File: src/rtl/direction_ctl_pkg.sv
// Shared constants for the keyboard-driven direction controller:
// one-hot direction codes, PS/2 set-2 scan codes and decoder state type.
package direction_ctl_pkg;

  localparam int unsigned STEP_CYCLES_DEFAULT = 15165696;

  localparam logic [4:0] DIR_RIGHT = 5'b00001;
  localparam logic [4:0] DIR_DOWN  = 5'b00010;
  localparam logic [4:0] DIR_LEFT  = 5'b00100;
  localparam logic [4:0] DIR_UP    = 5'b01000;
  localparam logic [4:0] DIR_STOP  = 5'b10000;

  localparam logic [7:0] SC_EXT   = 8'hE0;
  localparam logic [7:0] SC_BRK   = 8'hF0;
  localparam logic [7:0] SC_RIGHT = 8'h74;
  localparam logic [7:0] SC_DOWN  = 8'h72;
  localparam logic [7:0] SC_LEFT  = 8'h6B;
  localparam logic [7:0] SC_UP    = 8'h75;
  localparam logic [7:0] SC_SPACE = 8'h29;

  typedef enum logic [1:0] {
    ST_IDLE    = 2'd0,
    ST_EXT     = 2'd1,
    ST_BRK     = 2'd2,
    ST_EXT_BRK = 2'd3
  } dec_state_t;

  // Stop is never treated as the opposite of anything.
  function automatic logic is_opposite(input logic [4:0] a, input logic [4:0] b);
    return ((a == DIR_RIGHT) && (b == DIR_LEFT))  ||
           ((a == DIR_LEFT)  && (b == DIR_RIGHT)) ||
           ((a == DIR_UP)    && (b == DIR_DOWN))  ||
           ((a == DIR_DOWN)  && (b == DIR_UP));
  endfunction

endpackage

File: src/rtl/direction_ctl_step_timer.sv
// Free-running step counter; step is high during the last cycle of each period.
module step_timer
  import direction_ctl_pkg::*;
#(
  parameter int unsigned STEP_CYCLES = STEP_CYCLES_DEFAULT
) (
  input  logic clk,
  input  logic reset,
  output logic step
);

  localparam int unsigned CW = (STEP_CYCLES > 1) ? $clog2(STEP_CYCLES) : 1;
  localparam logic [CW-1:0] LAST = CW'(STEP_CYCLES - 1);

  logic [CW-1:0] r_count;
  logic          w_last;

  assign w_last = (r_count == LAST);

  always_ff @(posedge clk or negedge reset) begin
    if (!reset) begin
      r_count <= '0;
    end else if (w_last) begin
      r_count <= '0;
    end else begin
      r_count <= r_count + 1'b1;
    end
  end

  assign step = w_last;

endmodule

File: src/rtl/direction_ctl.sv
// Decodes PS/2 arrow/space make codes into a pending request and commits it
// to the registered direction once per step period, rejecting reversals.
module direction_ctl
  import direction_ctl_pkg::*;
#(
  parameter int unsigned STEP_CYCLES = STEP_CYCLES_DEFAULT
) (
  input  logic       clk,
  input  logic       reset,
  input  logic [7:0] rx_data,
  input  logic       rx_valid,
  output logic [4:0] direction,
  output logic       step
);

  dec_state_t r_state;
  dec_state_t w_state_next;
  logic       w_req_valid;
  logic [4:0] w_req_dir;
  logic [4:0] r_pending;
  logic [4:0] r_direction;
  logic       w_step;

  step_timer #(.STEP_CYCLES(STEP_CYCLES)) u_step_timer (
    .clk   (clk),
    .reset (reset),
    .step  (w_step)
  );

  always_ff @(posedge clk or negedge reset) begin
    if (!reset) begin
      r_state <= ST_IDLE;
    end else begin
      r_state <= w_state_next;
    end
  end

  always_comb begin
    w_state_next = r_state;
    if (rx_valid) begin
      unique case (r_state)
        ST_IDLE: begin
          if (rx_data == SC_EXT)      w_state_next = ST_EXT;
          else if (rx_data == SC_BRK) w_state_next = ST_BRK;
          else                        w_state_next = ST_IDLE;
        end
        ST_EXT:     w_state_next = (rx_data == SC_BRK) ? ST_EXT_BRK : ST_IDLE;
        ST_BRK:     w_state_next = ST_IDLE;
        ST_EXT_BRK: w_state_next = ST_IDLE;
        default:    w_state_next = ST_IDLE;
      endcase
    end
  end

  always_comb begin
    w_req_valid = 1'b0;
    w_req_dir   = DIR_STOP;
    if (rx_valid) begin
      unique case (r_state)
        ST_IDLE: begin
          if (rx_data == SC_SPACE) begin
            w_req_valid = 1'b1;
            w_req_dir   = DIR_STOP;
          end
        end
        ST_EXT: begin
          unique case (rx_data)
            SC_RIGHT: begin w_req_valid = 1'b1; w_req_dir = DIR_RIGHT; end
            SC_DOWN:  begin w_req_valid = 1'b1; w_req_dir = DIR_DOWN;  end
            SC_LEFT:  begin w_req_valid = 1'b1; w_req_dir = DIR_LEFT;  end
            SC_UP:    begin w_req_valid = 1'b1; w_req_dir = DIR_UP;    end
            default:  w_req_valid = 1'b0;
          endcase
        end
        default: w_req_valid = 1'b0;
      endcase
    end
  end

  // Commit samples the pre-edge pending value, so a request landing in the
  // step cycle only takes effect at the following step.
  always_ff @(posedge clk or negedge reset) begin
    if (!reset) begin
      r_pending   <= DIR_STOP;
      r_direction <= DIR_STOP;
    end else begin
      if (w_req_valid) begin
        r_pending <= w_req_dir;
      end
      if (w_step && !is_opposite(r_pending, r_direction)) begin
        r_direction <= r_pending;
      end
    end
  end

  assign direction = r_direction;
  assign step      = w_step;

endmodule

File: config.mk
export PLATFORM = sky130hd
export DESIGN_NAME = direction_ctl
export DESIGN_NICKNAME = d
export VERILOG_FILES = /design/src/rtl/direction_ctl_pkg.sv /design/src/rtl/direction_ctl_step_timer.sv /design/src/rtl/direction_ctl.sv
export SDC_FILE = /design/constraint.sdc
export NUM_CORES = 1
export LEC_CHECK = 0
export CORE_ASPECT_RATIO = 1.4
export CORE_UTILIZATION = 30
export CTS_CLUSTER_DIAMETER = 50
export DETAILED_ROUTE_END_ITERATION = 6
export GPL_TIMING_DRIVEN = 0
export PLACE_DENSITY_LB_ADDON = 0.12
export SLEW_MARGIN = 15
export SYNTH_ARGS = -nofsm -noshare
export SYNTH_HDL_FRONTEND = slang
export SYNTH_SLANG_ARGS = --single-unit
File: constraint.sdc
create_clock -name clk -period 2.7 [get_ports clk]
set_input_delay 0.675 -clock clk [delete_from_list [all_inputs] [get_ports clk]]
set_output_delay 0.675 -clock clk [all_outputs]
set_load 0.005 [all_outputs]
==> flow_summary_export.csv, run 1 <==
group,metric,value,unit
final_layout,drive_above_1_share,15.1,%
power,finalPower,1.07,mW
power,power_frac_clock,44.8,%
floorplanning,core,6300,um^2
yosys,netlist_instances,191,
cts,cts_buffers,5,
worst_hold_path,min-delay-path-class,"in2async",
routing,drtIter0Drc,54,
yosys,synth_fp_nets,203,
yosys,yosysSeqAreaShare,45.6,%
yosys,yosysWarnings,0,
cts,cts_sinks,36,
placed_design,place_hpwl,3.31,mm
critical_path,critPathCaptureType,"output port",
global_routing,grt_pass1_vias,1664,
yosys,yosys.area.top_type,"dfrtp_1",
sta,rsz0062_at_grt,"false",
sta,max_freq,416,MHz
critical_path,arrival,1.73,ns
routing,routed_wl,4.58,mm
critical_path,rr_startpoint,"u_step_timer.r_count[15]$_DFF_PN0_",
routing,vias_per_cell,5.40,
critical_path,crit_type,"reg2out",
power,intPower,0.839,mW
power,ir_drop,0.257,mV
power,power_density,445,nW/um^2
yosys,syn_area,1980,um^2
floorplanning,die_width,70.7,um
power,combPwrFrac,4.7,%
outcome,outcome,"finished, violations left",
sta,finalSetupViolations,0,
cts,cts_tree,"built",
power,p_seq_share,50.5,%
routing,drc,6,
yosys,synth_top_flop_cell,"dfrtp_1",
yosys,synthTopCellsByArea,"dfrtp_1 43%, mux2_4 3.8%, xnor2_1 3.5%, nand2_1 2.8%, nand3_1 2.8%",
final_layout,fillers,645,
power,p_leak,0.952,nW
yosys,synth.distinct_cells,52,
routing,first_pass_iters,6,
critical_path,crit_chain,"ha_2 -> nand2_2 -> or3_4 -> nor2_4 -> dlygate4sd2_1",
yosys,syn_area_per_cell,10.4,um^2
sta,fin_tns_setup,0,ns
routing,routedWlPerCell,15.7,um
floorplanning,die-height,98.1,um
final_layout,n_antenna_cell,0,
cts,cts.htree.levels,2,
power,p_switching,0.236,mW
final_layout,fin_cells,291,
yosys,synth_async_sr_flop_share,100,%
critical_path,slowest_delay,0.40,ns
sta,finalCriticalPeriod,2.41,ns
yosys,synth_top_area_share,43.0,%
final_layout,layout.nets,230,
sta,slew_violations,0,
power,switching_share,21.9,%
global_routing,grt_usage,14.3,%
job,maxCapViolCount,0,
routing,drtAntennaViolNets,0,
critical_path,cp_max_fo,4,
sta,tightest_slew,0.483,ns
placed_design,port_buffers,16,
cts,root_buffer,"clkbuf_8",
critical_path,ff2ff_path_depth,5,
cts,clock_latency,0.29,ns
sta,hold_viol,0,
placed_design,place.gp.congestion,0.824,
yosys,synth_edf_count,0,
critical_path,worstSetupStartpointType,"flop",
sta,slew_headroom,67.4,%
cts,clockBufferDepth,2,
cts,path_clk_slew,0.08,ns
final_layout,area_delta_synth_final,22.0,%
critical_path,cp_slowest_cell,"or3_4",
global_routing,grt-ovfl-total,0,
floorplanning,initial_core_util,31.5,%
global_routing,antenna_found_initial,0,
sta,finalClockSkew,0.00672,ns
placed_design,dp.cells,280,
sta,finalCritPeriodShare,89.1,%
yosys,synth_common_cells,"34 x dfrtp_1, 15 x nand2_1, 11 x nand3_1, 11 x nor2_1",
critical_path,cp.required,2.03,ns
global_routing,grt_max_degree,22,
floorplanning,num_rows,34,
critical_path,r2r_end,"direction[3]$_DFFE_PN0P_",
critical_path,ff2ff_setup_slack,0.63,ns
yosys,synth_seq_cells,36,
routing,dr_total_vias,1570,
floorplanning,dieArea,6940,um^2
yosys,synth.most_common_cell,"dfrtp_1",
global_routing,grt_pass1_wl,7.73,mm
outcome,failed_checks,"DRC",
floorplanning,pin_count,17,
-- flip-flops by register name, indices dropped and copies added (netlist names) --
signal and cells:
u_step_timer.r_count 24, direction 5, r_pending 5, r_state 2
-- critical path: cells and delay by family (launching register included) --
family,cells,cell delay [ns]
and+or+nand+nor,3,0.61
adders and majority gates,1,0.21
DFF,1,0.36
buffers and inverters,1,0.24
-- worst max path at each step --
| stage | from | endpoint | slack [ns] | cells after the start |
|---|---|---|---|---|
| floorplan | u_step_timer.r_count[0]$_DFF_PN0_ | step | 0.54 | 5 |
| global placement | u_step_timer.r_count[0]$_DFF_PN0_ | step | -0.45 | 6 |
| detailed placement | u_step_timer.r_count[0]$_DFF_PN0_ | step | -0.48 | 6 |
| CTS | u_step_timer.r_count[0]$_DFF_PN0_ | step | 0.27 | 5 |
| global route | u_step_timer.r_count[0]$_DFF_PN0_ | step | 0.19 | 5 |
| finish | u_step_timer.r_count[0]$_DFF_PN0_ | step | 0.29 | 5 |
-- per-layer routing --
metal | vias to the layer above | track usage [%] | part of all wire, %
met5 | - | 0 | 0
met4 | 0 | 7.54 | 3.4
met3 | 13 | 2.99 | 2.6
met2 | 26 | 25.9 | 52
met1 | 760 | 15.5 | 42
li1 | 771 | - | -
-- kinds of logic (layout without fill, tap and decap cells) --
kind of cell             count (synthesis)  in the layout  synth area share (%)
buffers and inverters                   10             38                  1.96
AO/OA/AOI/OAI                           32             32                  11.4
XOR/XNOR                                14             14                  6.19
multiplexers                             9              9                  5.81
flip-flops                              36             36                  45.6
AND/OR/NAND/NOR                         89             89                  28.4
adder cells (fa/ha/maj)                  1              1                 0.632
-- power by group through the flow --
| stage | clock [mW] | combinational [mW] | sequential (mW) |
|---|---|---|---|
| global route | 0.516 | 0.0563 | 0.543 |
| finish | 0.482 | 0.0502 | 0.543 |
| CTS | 0.496 | 0.0517 | 0.543 |
| global placement | 0 | 0.0481 | 0.553 |
| floorplan | 0 | 0.0135 | 0.553 |
| detailed placement | 0 | 0.0515 | 0.553 |
-- per-stage QoR --
| step | worst slack (ns) | utilization [%] | hold slack (ns) | cell area (um^2) |
|---|---|---|---|---|
| finish | 0.294 | 38.4 | 0.304 | 2420 |
| global route | 0.188 | 38.4 | 0.332 | 2420 |
| CTS | 0.266 | 38.4 | 0.317 | 2420 |
| detailed placement | -0.477 | 35.8 | 0.455 | 2250 |
| global placement | -0.446 | 35.4 | 0.451 | 2230 |
| floorplan | 0.544 | - | 0.379 | 1980 |
-- area by class of cell --
class / instances / area, um^2 / share of cell area (%)
inverters: 5 / 18.8 / 0.777
clock buffers: 5 / 68.8 / 2.85
clock inverters: 3 / 42.5 / 1.76
flip-flops and latches: 36 / 903 / 37.4
well taps: 72 / 90.1 / 3.73
multi-input cells: 145 / 1060 / 44.1
repair buffers: 21 / 211 / 8.75
plain buffers: 4 / 16.3 / 0.673
-- repair_timing --
item                       in CTS  in global routing
hold endpoints to repair        0                  0
buffers inserted                4                  0
gates resized for setup         7                  0
setup endpoints to repair       1                  0
hold buffers                    0                  0
-- cell usage in the layout, fill, tap and decap left out, drive strengths merged, types with 3 or more instances in the layout --
master	instances
a21oi	5
and2	3
and3	3
and4	5
buf	7
clkbuf	8
clkdlybuf4s50	14
dfrtp	34
inv	5
mux2	5
mux2i	4
nand2	15
nand3	12
nand4	9
nor2	11
nor2b	6
nor3	3
nor4	3
nor4b	4
o21ai	9
o31ai	3
or3	3
or4	3
xnor2	8
xor2	6
Power figures use the tool's default switching activity.
==> run 2, diff against run 1 <==
- HOLD_SLACK_MARGIN: default -> 0.12
==> results of run 2 <==
Final layout, timing and power as in run 1 (identical DEF).
==> run 3, diff against run 2 <==
- CORE_UTILIZATION: 30 -> 45
- CTS_BUF_LIST: default -> sky130_fd_sc_hd__clkbuf_4
- SYNTH_HIERARCHICAL: default -> 1
==> run 3 against run 2 <==
Compared with the run above:
- the flow now finishes without violations
- cell area is 1.1% lower
- critical path depth stayed put
- count of clock-buffer cells in the layout is 2 higher
- first-iteration DRC count is 52% higher
- area after synthesis is 0.44% lower
- combinational power is 1% higher
- clock power is 41% lower
- sequential power is 1% higher
- largest cell class unchanged
- largest power group unchanged
- highest routed layer unchanged
==> flow_summary_export.csv, run 3 <==
group,metric,value,unit
yosys,synth_common_cells,"34 x dfrtp_1, 18 x nor2_1, 12 x nand3_1",
cts,path_clk_slew,0.10,ns
cts,cts_buffers,5,
yosys,yosysWarnings,6,
global_routing,grt_pass1_vias,1671,
outcome,outcome,"complete, no violations",
final_layout,n_antenna_cell,0,
routing,drc,0,
yosys,synth_fp_nets,199,
critical_path,cp_max_fo,7,
sta,max_freq,411,MHz
power,finalPower,0.883,mW
cts,cts_tree,"built",
yosys,synth_top_flop_cell,"dfrtp_1",
floorplanning,num_rows,28,
placed_design,place.gp.congestion,0.830,
sta,slew_headroom,48.1,%
power,power_density,370,nW/um^2
floorplanning,pin_count,17,
critical_path,arrival,1.76,ns
sta,layout_setup_ws,0.264,ns
floorplanning,dieArea,4650,um^2
yosys,synth_seq_cells,36,
global_routing,grt-ovfl-total,0,
placed_design,dp.cells,247,
final_layout,regArea,910,um^2
cts,cts_sinks,36,
routing,routedWlPerCell,15.9,um
yosys,netlist_instances,187,
global_routing,grt_usage,21.2,%
worst_hold_path,min-delay-path-class,"in2async",
global_routing,grt_max_degree,37,
power,p_leak,1.01,nW
cts,clockBufferDepth,2,
sta,tightest_slew,0.778,ns
final_layout,area_delta_synth_final,21.1,%
sta,slew_violations,0,
cts,root_buffer,"clkbuf_4",
floorplanning,initial_core_util,46.9,%
floorplanning,die-height,80.3,um
final_layout,final_cell_mix,"29 x dfrtp_1, 18 x nor2_1, 14 x buf_4",
yosys,synth.distinct_cells,52,
final_layout,utilization,56.8,%
sta,fin_tns_setup,0,ns
final_layout,top_register,"u_step_timer/r_count",
yosys,synthTopCellsByArea,"dfrtp_1 43%, xnor2_1 4.4%, nor2_1 3.4%, nand3_1 3.0%, dfstp_2 2.7%",
critical_path,ff2ff_path_depth,7,
critical_path,r2r_end,"direction[0]$_DFFE_PN0P_",
power,ir_drop,0.239,mV
routing,vias_per_cell,5.85,
final_layout,layout.nets,234,
routing,drtAntennaViolNets,0,
critical_path,worstSetupStartpointType,"flop",
sta,finalCriticalPeriod,2.44,ns
routing,routed_wl,4.26,mm
critical_path,cp.required,2.03,ns
final_layout,final_area,2390,um^2
sta,hold_viol,0,
job,maxCapViolCount,0,
yosys,synth_edf_count,0,
routing,first_pass_iters,4,
sta,finalSetupViolations,0,
global_routing,grt_pass1_wl,7.53,mm
final_layout,multi_input_area,1060,um^2
sta,hold_ws,0.414,ns
final_layout,drive_above_1_share,24.7,%
final_layout,fin_cells,268,
final_layout,fillers,382,
placed_design,placed_area,2170,um^2
yosys,synth.most_common_cell,"dfrtp_1",
yosys,yosysSeqAreaShare,45.8,%
floorplanning,core,4200,um^2
routing,dr_total_vias,1568,
cts,cts.htree.levels,2,
floorplanning,die_width,57.9,um
final_layout,largest_reg_flops,24,
critical_path,rr_startpoint,"u_step_timer/r_count[17]$_DFF_PN0_",
final_layout,final_common_cell,"dfrtp_1",
sta,finalClockSkew,0.00695,ns
placed_design,pre_cts_ws,-0.287,ns
critical_path,ff2ff_setup_slack,0.68,ns
routing,drtIter0Drc,82,
critical_path,crit_type,"reg2out",
sta,rsz0062_at_grt,"false",
placed_design,place_hpwl,2.94,mm
placed_design,port_buffers,15,
yosys,syn_area,1970,um^2
sta,finalCritPeriodShare,90.2,%
global_routing,antenna_found_initial,0,
cts,clock_latency,0.33,ns
yosys,synth_top_area_share,43.1,%
critical_path,critPathCaptureType,"output port",
yosys,yosys.area.top_type,"dfrtp_1",
yosys,syn_area_per_cell,10.5,um^2
yosys,synth_async_sr_flop_share,100,%
[run 3: power breakdown]
part / total [mW] / internal [mW] / leakage, nW / switching (mW)
registers: 0.549 / 0.544 / 0.456 / 0.00510
clock network: 0.283 / 0.120 / 0.0338 / 0.163
logic: 0.0507 / 0.0215 / 0.519 / 0.0292
total: 0.883 / 0.686 / 1.01 / 0.197
[run 3: worst max-delay path, stage by stage, from the launching register on]
cell and delay [ns]:
dfrtp_1 0.47, nor4bb_2 0.26, nand4_1 0.21, nor2_4 0.17, buf_8 0.11, dlygate4sd2_1 0.22
[run 3: logic make-up (layout without fill, tap and decap cells)]
logic type	Yosys count	in the layout	share of synthesized area, %
simple gates	84	84	28.3
mux	7	7	4.38
xor+xnor	15	15	6.66
buf+inv	14	50	2.92
flops	36	36	45.8
fa+ha+maj	1	1	0.634
compound gates	30	30	11.3
[run 3: per-layer routing]
metal / GRT usage [%] / up-vias / wire length, um
li1: - / 763 / -
met1: 23.8 / 767 / 1740
met2: 39.0 / 30 / 2330
met3: 4.03 / 8 / 125
met4: 7.86 / 0 / 67
met5: 0 / - / 0
[run 3: final cells by class]
| cell class | instances | share of cell area (%) |
|---|---|---|
| multi-input cells | 137 | 44.2 |
| flip-flops and latches | 36 | 38.1 |
| repair buffers | 29 | 10.4 |
| well taps | 45 | 2.36 |
| clock buffers | 7 | 2.20 |
| inverters | 11 | 1.73 |
| plain buffers | 2 | 0.838 |
| clock inverters | 1 | 0.157 |
[run 3: how the worst max path moves through the flow]
stage                     depth (start not counted)  slack, ns  endpoint                                from
final                                             5       0.26      step  u_step_timer/r_count[17]$_DFF_PN0_
after global routing                              5       0.10      step  u_step_timer/r_count[17]$_DFF_PN0_
after global placement                            6      -0.31      step   u_step_timer/r_count[0]$_DFF_PN0_
after CTS                                         5       0.25      step  u_step_timer/r_count[15]$_DFF_PN0_
after detailed placement                          6      -0.29      step   u_step_timer/r_count[0]$_DFF_PN0_
after floorplan                                   5       0.54      step   u_step_timer/r_count[0]$_DFF_PN0_
[run 3: what timing repair did]
| item | in CTS | in global routing |
|---|---|---|
| hold buffers | 0 | 0 |
| buffers inserted | 14 | 0 |
| setup endpoints to repair | 1 | 0 |
| gates resized for setup | 16 | 0 |
